### config.mk
export PLATFORM = sky130hd
export DESIGN_NAME = fir_output_buffer
export DESIGN_NICKNAME = d
export VERILOG_FILES = /design/src/rtl/fir_output_buffer.sv
export SDC_FILE = /design/constraint.sdc
export NUM_CORES = 1
export LEC_CHECK = 0
export CORE_ASPECT_RATIO = 0.75
export CORE_MARGIN = 2
export CORE_UTILIZATION = 45
export DETAILED_ROUTE_END_ITERATION = 8
export PLACE_DENSITY = 0.65
export SETUP_SLACK_MARGIN = 0.02
export SYNTH_ARGS = -nofsm -noshare
export SYNTH_HDL_FRONTEND = slang
export SYNTH_SLANG_ARGS = --single-unit
### constraint.sdc
create_clock -name clk -period 8.6 [get_ports clk]
set_input_delay 0.86 -clock clk [delete_from_list [all_inputs] [get_ports clk]]
set_output_delay 0.86 -clock clk [all_outputs]
set_load 0.1 [all_outputs]
### src/rtl/fir_output_buffer.sv
// Output stage behind the FIR filter: decimates the sample stream and buffers kept
// samples in a first-word-fall-through FIFO with a valid/ready drain port.
module fir_output_buffer #(
    parameter int unsigned DATABITS = 16,
    parameter int unsigned DEPTH    = 8,
    parameter int unsigned DECIMW   = 4
) (
    input  logic                    clk,
    input  logic                    rst,
    input  logic [DATABITS-1:0]     data_in,
    input  logic                    data_valid_in,
    input  logic [DECIMW-1:0]       decim_in,
    input  logic                    clear_in,
    input  logic                    ready_in,
    output logic [DATABITS-1:0]     data_out,
    output logic                    valid_out,
    output logic [$clog2(DEPTH):0]  level_out,
    output logic                    overflow_out
);

    localparam int unsigned AW = $clog2(DEPTH);
    localparam int unsigned PW = AW + 1;

    logic [DATABITS-1:0] mem [DEPTH];
    logic [PW-1:0]       wr_ptr, rd_ptr;
    logic [PW-1:0]       wr_ptr_next, rd_ptr_next, level_next;
    logic [DECIMW-1:0]   cnt, cnt_next, eff;
    logic [DECIMW:0]     cnt_inc;
    logic [DATABITS-1:0] data_next;
    logic                kept, full, pop, push, drop;

    // Decimation: keep the sample when the counter sits at zero; >= compare
    // keeps the counter in range if the factor is lowered mid-run.
    always_comb begin
        eff      = (decim_in == '0) ? DECIMW'(1) : decim_in;
        cnt_inc  = (DECIMW+1)'(cnt) + (DECIMW+1)'(1);
        kept     = data_valid_in && (cnt == '0);
        cnt_next = cnt;
        if (data_valid_in) begin
            cnt_next = (cnt_inc >= {1'b0, eff}) ? '0 : cnt_inc[DECIMW-1:0];
        end
    end

    // FIFO control and next head-of-queue value for the registered output.
    always_comb begin
        full        = (wr_ptr[AW] != rd_ptr[AW]) && (wr_ptr[AW-1:0] == rd_ptr[AW-1:0]);
        pop         = valid_out && ready_in;
        push        = kept && (!full || pop);
        drop        = kept && full && !pop;
        wr_ptr_next = push ? wr_ptr + PW'(1) : wr_ptr;
        rd_ptr_next = pop  ? rd_ptr + PW'(1) : rd_ptr;

        level_next = level_out;
        if (push && !pop) begin
            level_next = level_out + PW'(1);
        end else if (pop && !push) begin
            level_next = level_out - PW'(1);
        end

        // The entry being written this edge becomes the head only when it is
        // the sole occupant afterwards; bypass the memory for that case.
        data_next = '0;
        if (wr_ptr_next != rd_ptr_next) begin
            if (push && (rd_ptr_next == wr_ptr)) begin
                data_next = data_in;
            end else begin
                data_next = mem[rd_ptr_next[AW-1:0]];
            end
        end
    end

    always_ff @(posedge clk) begin
        if (rst || clear_in) begin
            wr_ptr       <= '0;
            rd_ptr       <= '0;
            level_out    <= '0;
            cnt          <= '0;
            overflow_out <= 1'b0;
            valid_out    <= 1'b0;
            data_out     <= '0;
        end else begin
            wr_ptr       <= wr_ptr_next;
            rd_ptr       <= rd_ptr_next;
            level_out    <= level_next;
            cnt          <= cnt_next;
            overflow_out <= overflow_out || drop;
            valid_out    <= (wr_ptr_next != rd_ptr_next);
            data_out     <= data_next;
        end
    end

    // Storage array; contents are not reset.
    always_ff @(posedge clk) begin
        if (!rst && !clear_in && push) begin
            mem[wr_ptr[AW-1:0]] <= data_in;
        end
    end

endmodule

# --- Yosys cells after proc, flatten, opt, wreduce, memory -nomap -nowiden ---
# Memories as Yosys holds them, arrays and structs flattened.
# Cells that the tools add are included.
word_totals:
  reg_bits: 34
  ram_bits: 128
  in_bits: 25
  out_inout_bits: 22
  elab_cells: 51
  mem_count: 1
memory_table:
  columns: ["memory", "words", "width", "rd", "rd_ports_with_merged_regs", "write_ports", "line_no", "source"]
  rows:
  - ["mem", 8, 16, 1, 0, 1, "24", "logic [DATABITS-1:0] mem [DEPTH];"]
op_classes:
  n_addsub: 5
  order_cmp: 1
  eq_ne: 4
  mux: 9
  bitwise: 1
  n_reduce_logical: 23
ops:
  columns: ["operator", "count"]
  rows:
  - ["two-way mux 4 bit", 6]
  - ["two-way mux 16 bit", 1]
  - ["adder 4 x 1 -> 4 bit, second input constant", 3]
  - ["logical AND 1 bit", 11]
  - ["zero test 4 bit", 2]
  - ["adder 4 x 1 -> 5 bit, second input constant", 1]
  - ["greater-or-equal comparator 5 x 4 -> 1 bit", 1]
  - ["zero test 1 bit", 5]
  - ["== test 4 bit", 1]
  - ["!= test 4 bit", 1]
  - ["subtractor 4 x 1 -> 4 bit, second input constant", 1]
  - ["== test 3 bit", 1]
  - ["logical OR 1 bit", 3]
  - ["two-way mux 1 bit", 2]
  - ["nonzero test 2 bit", 1]
  - ["OR reduction 2 bit", 1]
  - ["!= test 1 bit", 1]
  - ["NOT 1 bit", 1]

# --- Longest topological paths before layout ---
depth:
  ltp_word: 9
  depth_mapped: 13
  mapped_depth_nobuf: 13

# --- Least setup slack after synthesis ---
# Ideal clock, no wire load.
synth_timing:
  kind: "register to register"
  startpoint: "register valid_out"
  endpoint: "memory mem[2][0] (enable)"
  setup_time_ns: 0.413
  arrival_time_ns: 3.342
  setup_slack_ns: 4.845
  stages_incl_launch_ff: 7
  n_path_buf: 1
  period_less_slack_ns: 3.755
  cell_sequence: "dfxtp_1 -> and2_1 -> buf_6 -> nor3b_4 -> a21o_4 -> or3_1 -> nor3b_1"
synth_between:
  elab_chain_len: 6
synth_lines:
  columns: ["item", "line_no", "source"]
  rows:
  - ["start, declared", "16", "output logic valid_out,"]
  - ["start signal, assigned", "87", "valid_out <= (wr_ptr_next != rd_ptr_next);"]
  - ["logical AND 1 bit", "47", "pop = valid_out && ready_in;"]
  - ["logical OR 1 bit", "48", "push = kept && (!full || pop);"]
  - ["logical AND 1 bit", "48", null]
  - ["logical AND 1 bit", "94", "if (!rst && !clear_in && push) begin"]
  - ["two-way mux 1 bit", "94", null]
  - ["two-way mux 1 bit (implied by the code)", "95", "mem[wr_ptr[AW-1:0]] <= data_in;"]
  - ["end, declared", "24", null]
# No other way between the ends.

# --- Worst setup path in the final report ---
layout_timing:
  startpoint: "input port ready_in"
  endpoint: "register data_out[9]"
layout_between:
  elab_chain_len: 7
  elab_cells_between_ends: 12
  classes_between: "eq/ne: 2; mux: 3; bitwise: 1; reduce/logical: 5; memory: 1"
layout_lines:
  columns: ["item", "line_no", "source"]
  rows:
  - ["start, declared", "14", "input logic ready_in,"]
  - ["logical AND 1 bit *", "47", null]
  - ["branches (longest 6 deep; another with memory (8 x 16 bit))", null, null]
  - ["end signal, assigned", "88", "data_out <= data_next;"]
  - ["end, declared", "15", "output logic [DATABITS-1:0] data_out,"]
# Every way passes the cells marked *.
# A chain may end at the register's enable or synchronous reset.

==> metrics <==
Top Ports 47; core area 15200 sq um; Initial Util 45.9%; relative slew slack 16.1%; Psw 413 uW; CTS resizes 0; Chip Width 148 microns; CTS tree yes; Final Net Count 625; first-pass GRT wire length 24.1 mm; WL/cell 18.8 microns; initial antenna violation count 0; Flop pwr share 48.5%; Synth Area per Inst 12.9 sq um; post-synth design cell area 6990 sq um; Clock power frac 41.8%; FP Rows 39; setup_tns 0 ps; Root Driver clkbuf_16; register clock-pin slew on the reported worst setup and hold paths 60 ps; htree depth 4; total routed wirelength 15.1 mm; Worst-Margin Slew 1250 ps; Worst Hold Class reg2reg; drt pass-1 iters 5; Worst Path Required 8840 ps; synthesized flop and latch total 162; number of fill cells 1263; setup violators final 0; Yosys Warn Count 0; sw frac 23.3%; RSZ-0062 raised after global routing no; f_max 283 MHz; Via density 5.39; period utilization 41.0%; CP endpoint kind flip-flop; largest net degree at the start of global routing 66; Non-Filler Instances 806; Storage cell area 4520 sq um; Post-CTS Setup Bufs 0; crit path DAT 3770 ps; Multi-input gate area 2310 sq um; PD cells 215 nW/um^2; min Tclk post-route 3530 ps; dpl hpwl 8.69 mm; Comb power frac 9.6%; Worst Skew 7.48 ps; PortBufs 46; worst-skew pair later-pin latency 420 ps; Die Ht 112 microns; Die Footprint 16600 sq um; cell count after synthesis 543; GRT Util Overall 19.4%; VDD IR max 160 uV; DRC violation count after routing 0; Startpoint Class primary input; WHS Path Cells 2; hold buffer count at cts 0; Power Internal 1360 uW; Placer Congestion 0.801; Hold Fails Final Rpt 0; Max FO, Critical Path 17; ant diodes 0; DR iter-0 viols 365; Post-synth EDFFs 128; most frequent cells in the layout edfxtp_1 (128), nand2_1 (120), clkdlybuf4s50_1 (46); status finished, final reports clean; CTS buffer count 17; number of global-route vias before repair 4347; Max-cap violations 0; Top FF cell, synth edfxtp_1; grt ovf 0; CTS Sinks 162; Cells after DPL 774; sequential area share after synthesis 64.7%; asr flop ratio synth 0%; layout cell share with drive strength beyond 1 14.5%; reg2reg path depth 6; commonest non-fill, non-tap cell in the layout edfxtp_1; fin. max-slew vios 0; clk buf depth 2; Cell variety after synth 59; Setup CP Type in2reg; P&R area growth vs syn 18.0%; Post-Syn Nets 580; Vias 4347; Post-DRT Antenna Nets 0; P_leak 0.00290 uW
[power groups by stage]
stage	Combinational (uW)	Sequential, uW	Clock [uW]
2_1_floorplan	82.8	914	0
3_3_place_gp	169	877	0
3_5_place_dp	172	877	0
4_1_cts	173	860	753
5_1_grt	184	861	788
6_report	171	860	741
[cell usage after synthesis, types with 2 or more instances]
master     number  area (sq um)
a211oi_1        6          45.0
a211oi_2       10           125
a21boi_1        2          15.0
a21o_1          2          15.0
a21oi_1        10          50.1
a2bb2oi_1       2          17.5
a32oi_1        16           140
and2_1          2          12.5
and3_1          2          12.5
and3b_1         2          17.5
buf_2           3          15.0
buf_4           3          22.5
buf_6           4          45.0
clkbuf_1       20          75.1
dfxtp_1        34           681
edfxtp_1      128          3840
ha_1           11           138
inv_1           9          33.8
mux2_2          2          22.5
mux2i_1        19           190
nand2_1       120           450
nand2b_1        4          25.0
nand3_1        37           185
nand3b_1        2          15.0
nand4_1         6          37.5
nand4_2        10           125
nor2_1         17          63.8
nor3_1          5          25.0
nor3_4          2          32.5
nor3b_1         4          30.0
o21ai_0         4          20.0
o21ai_1         2          10.0
or3_1           5          31.3
xnor2_1         6          52.6
xor2_1          8          70.1
[flip-flops by register name (all words and copies together) (netlist names)]
name          count
cnt               4
data_out         16
level_out         4
mem             128
overflow_out      1
rd_ptr            4
valid_out         1
wr_ptr            4
[stage by stage]
step | util [%] | worst slack (ps) | hold WS [ps] | area (sq um) | total power [uW]
after CTS | 54.2 | 5110 | 492 | 8250 | 1790
after floorplan | - | 4850 | 470 | 6990 | 997
after global placement | 50.4 | 4770 | 479 | 7670 | 1050
after global routing | 54.2 | 4880 | 530 | 8250 | 1830
final | 54.2 | 5070 | 483 | 8250 | 1770
after detailed placement | 50.4 | 4680 | 481 | 7670 | 1050
[final cells by class]
class	count	share of cell area, %
Tap cell	205	3.11
Inverter	12	0.637
Sequential cell	162	54.8
Timing Repair Buffer	56	6.49
Clock buffer	19	5.25
Multi-Input combinational cell	339	27.9
Clock inverter	13	1.74
[path summary, 6_finish.rpt]
| kind | to | slack (ps) | start |
|---|---|---|---|
| max | data_out[9]$_SDFF_PP0_ | 5070 | ready_in |
| min | level_out[3]$_SDFFE_PP0P_ | 480 | level_out[3]$_SDFFE_PP0P_ |
| max reg2reg | data_out[9]$_SDFF_PP0_ | 5440 | rd_ptr[2]$_SDFF_PP0_ |
| min reg2reg | level_out[3]$_SDFFE_PP0P_ | 480 | level_out[3]$_SDFFE_PP0P_ |
[cells by family (layout without fill, tap and decap cells)]
group,Yosys count,after routing,synth area share (%)
XOR/XNOR,17,17,2.72
AO/OA/AOI/OAI,64,64,7.78
AND/OR/NAND/NOR,225,225,16.5
multiplexers,21,21,3.04
flip-flops,162,162,64.7
buffers and inverters,42,100,3.01
adder cells (fa/ha/maj),12,12,2.25
[metal layers]
| metal | vias up | track usage [%] | routed length [microns] |
|---|---|---|---|
| met5 | - | 0 | 0 |
| met4 | 0 | 6.48 | 209 |
| met3 | 16 | 4.63 | 762 |
| met2 | 115 | 30.2 | 7070 |
| met1 | 2135 | 27.0 | 7090 |
| li1 | 2081 | - | - |
[critical path: stages]
cell,delay [ps]
clkdlybuf4s50_1,560
and2_1,420
inv_4,120
nor3_1,290
o22ai_2,170
nand2b_1,210
a211oi_4,1040
a211oi_1,100
No activity file was read; power rests on OpenSTA's default activity.
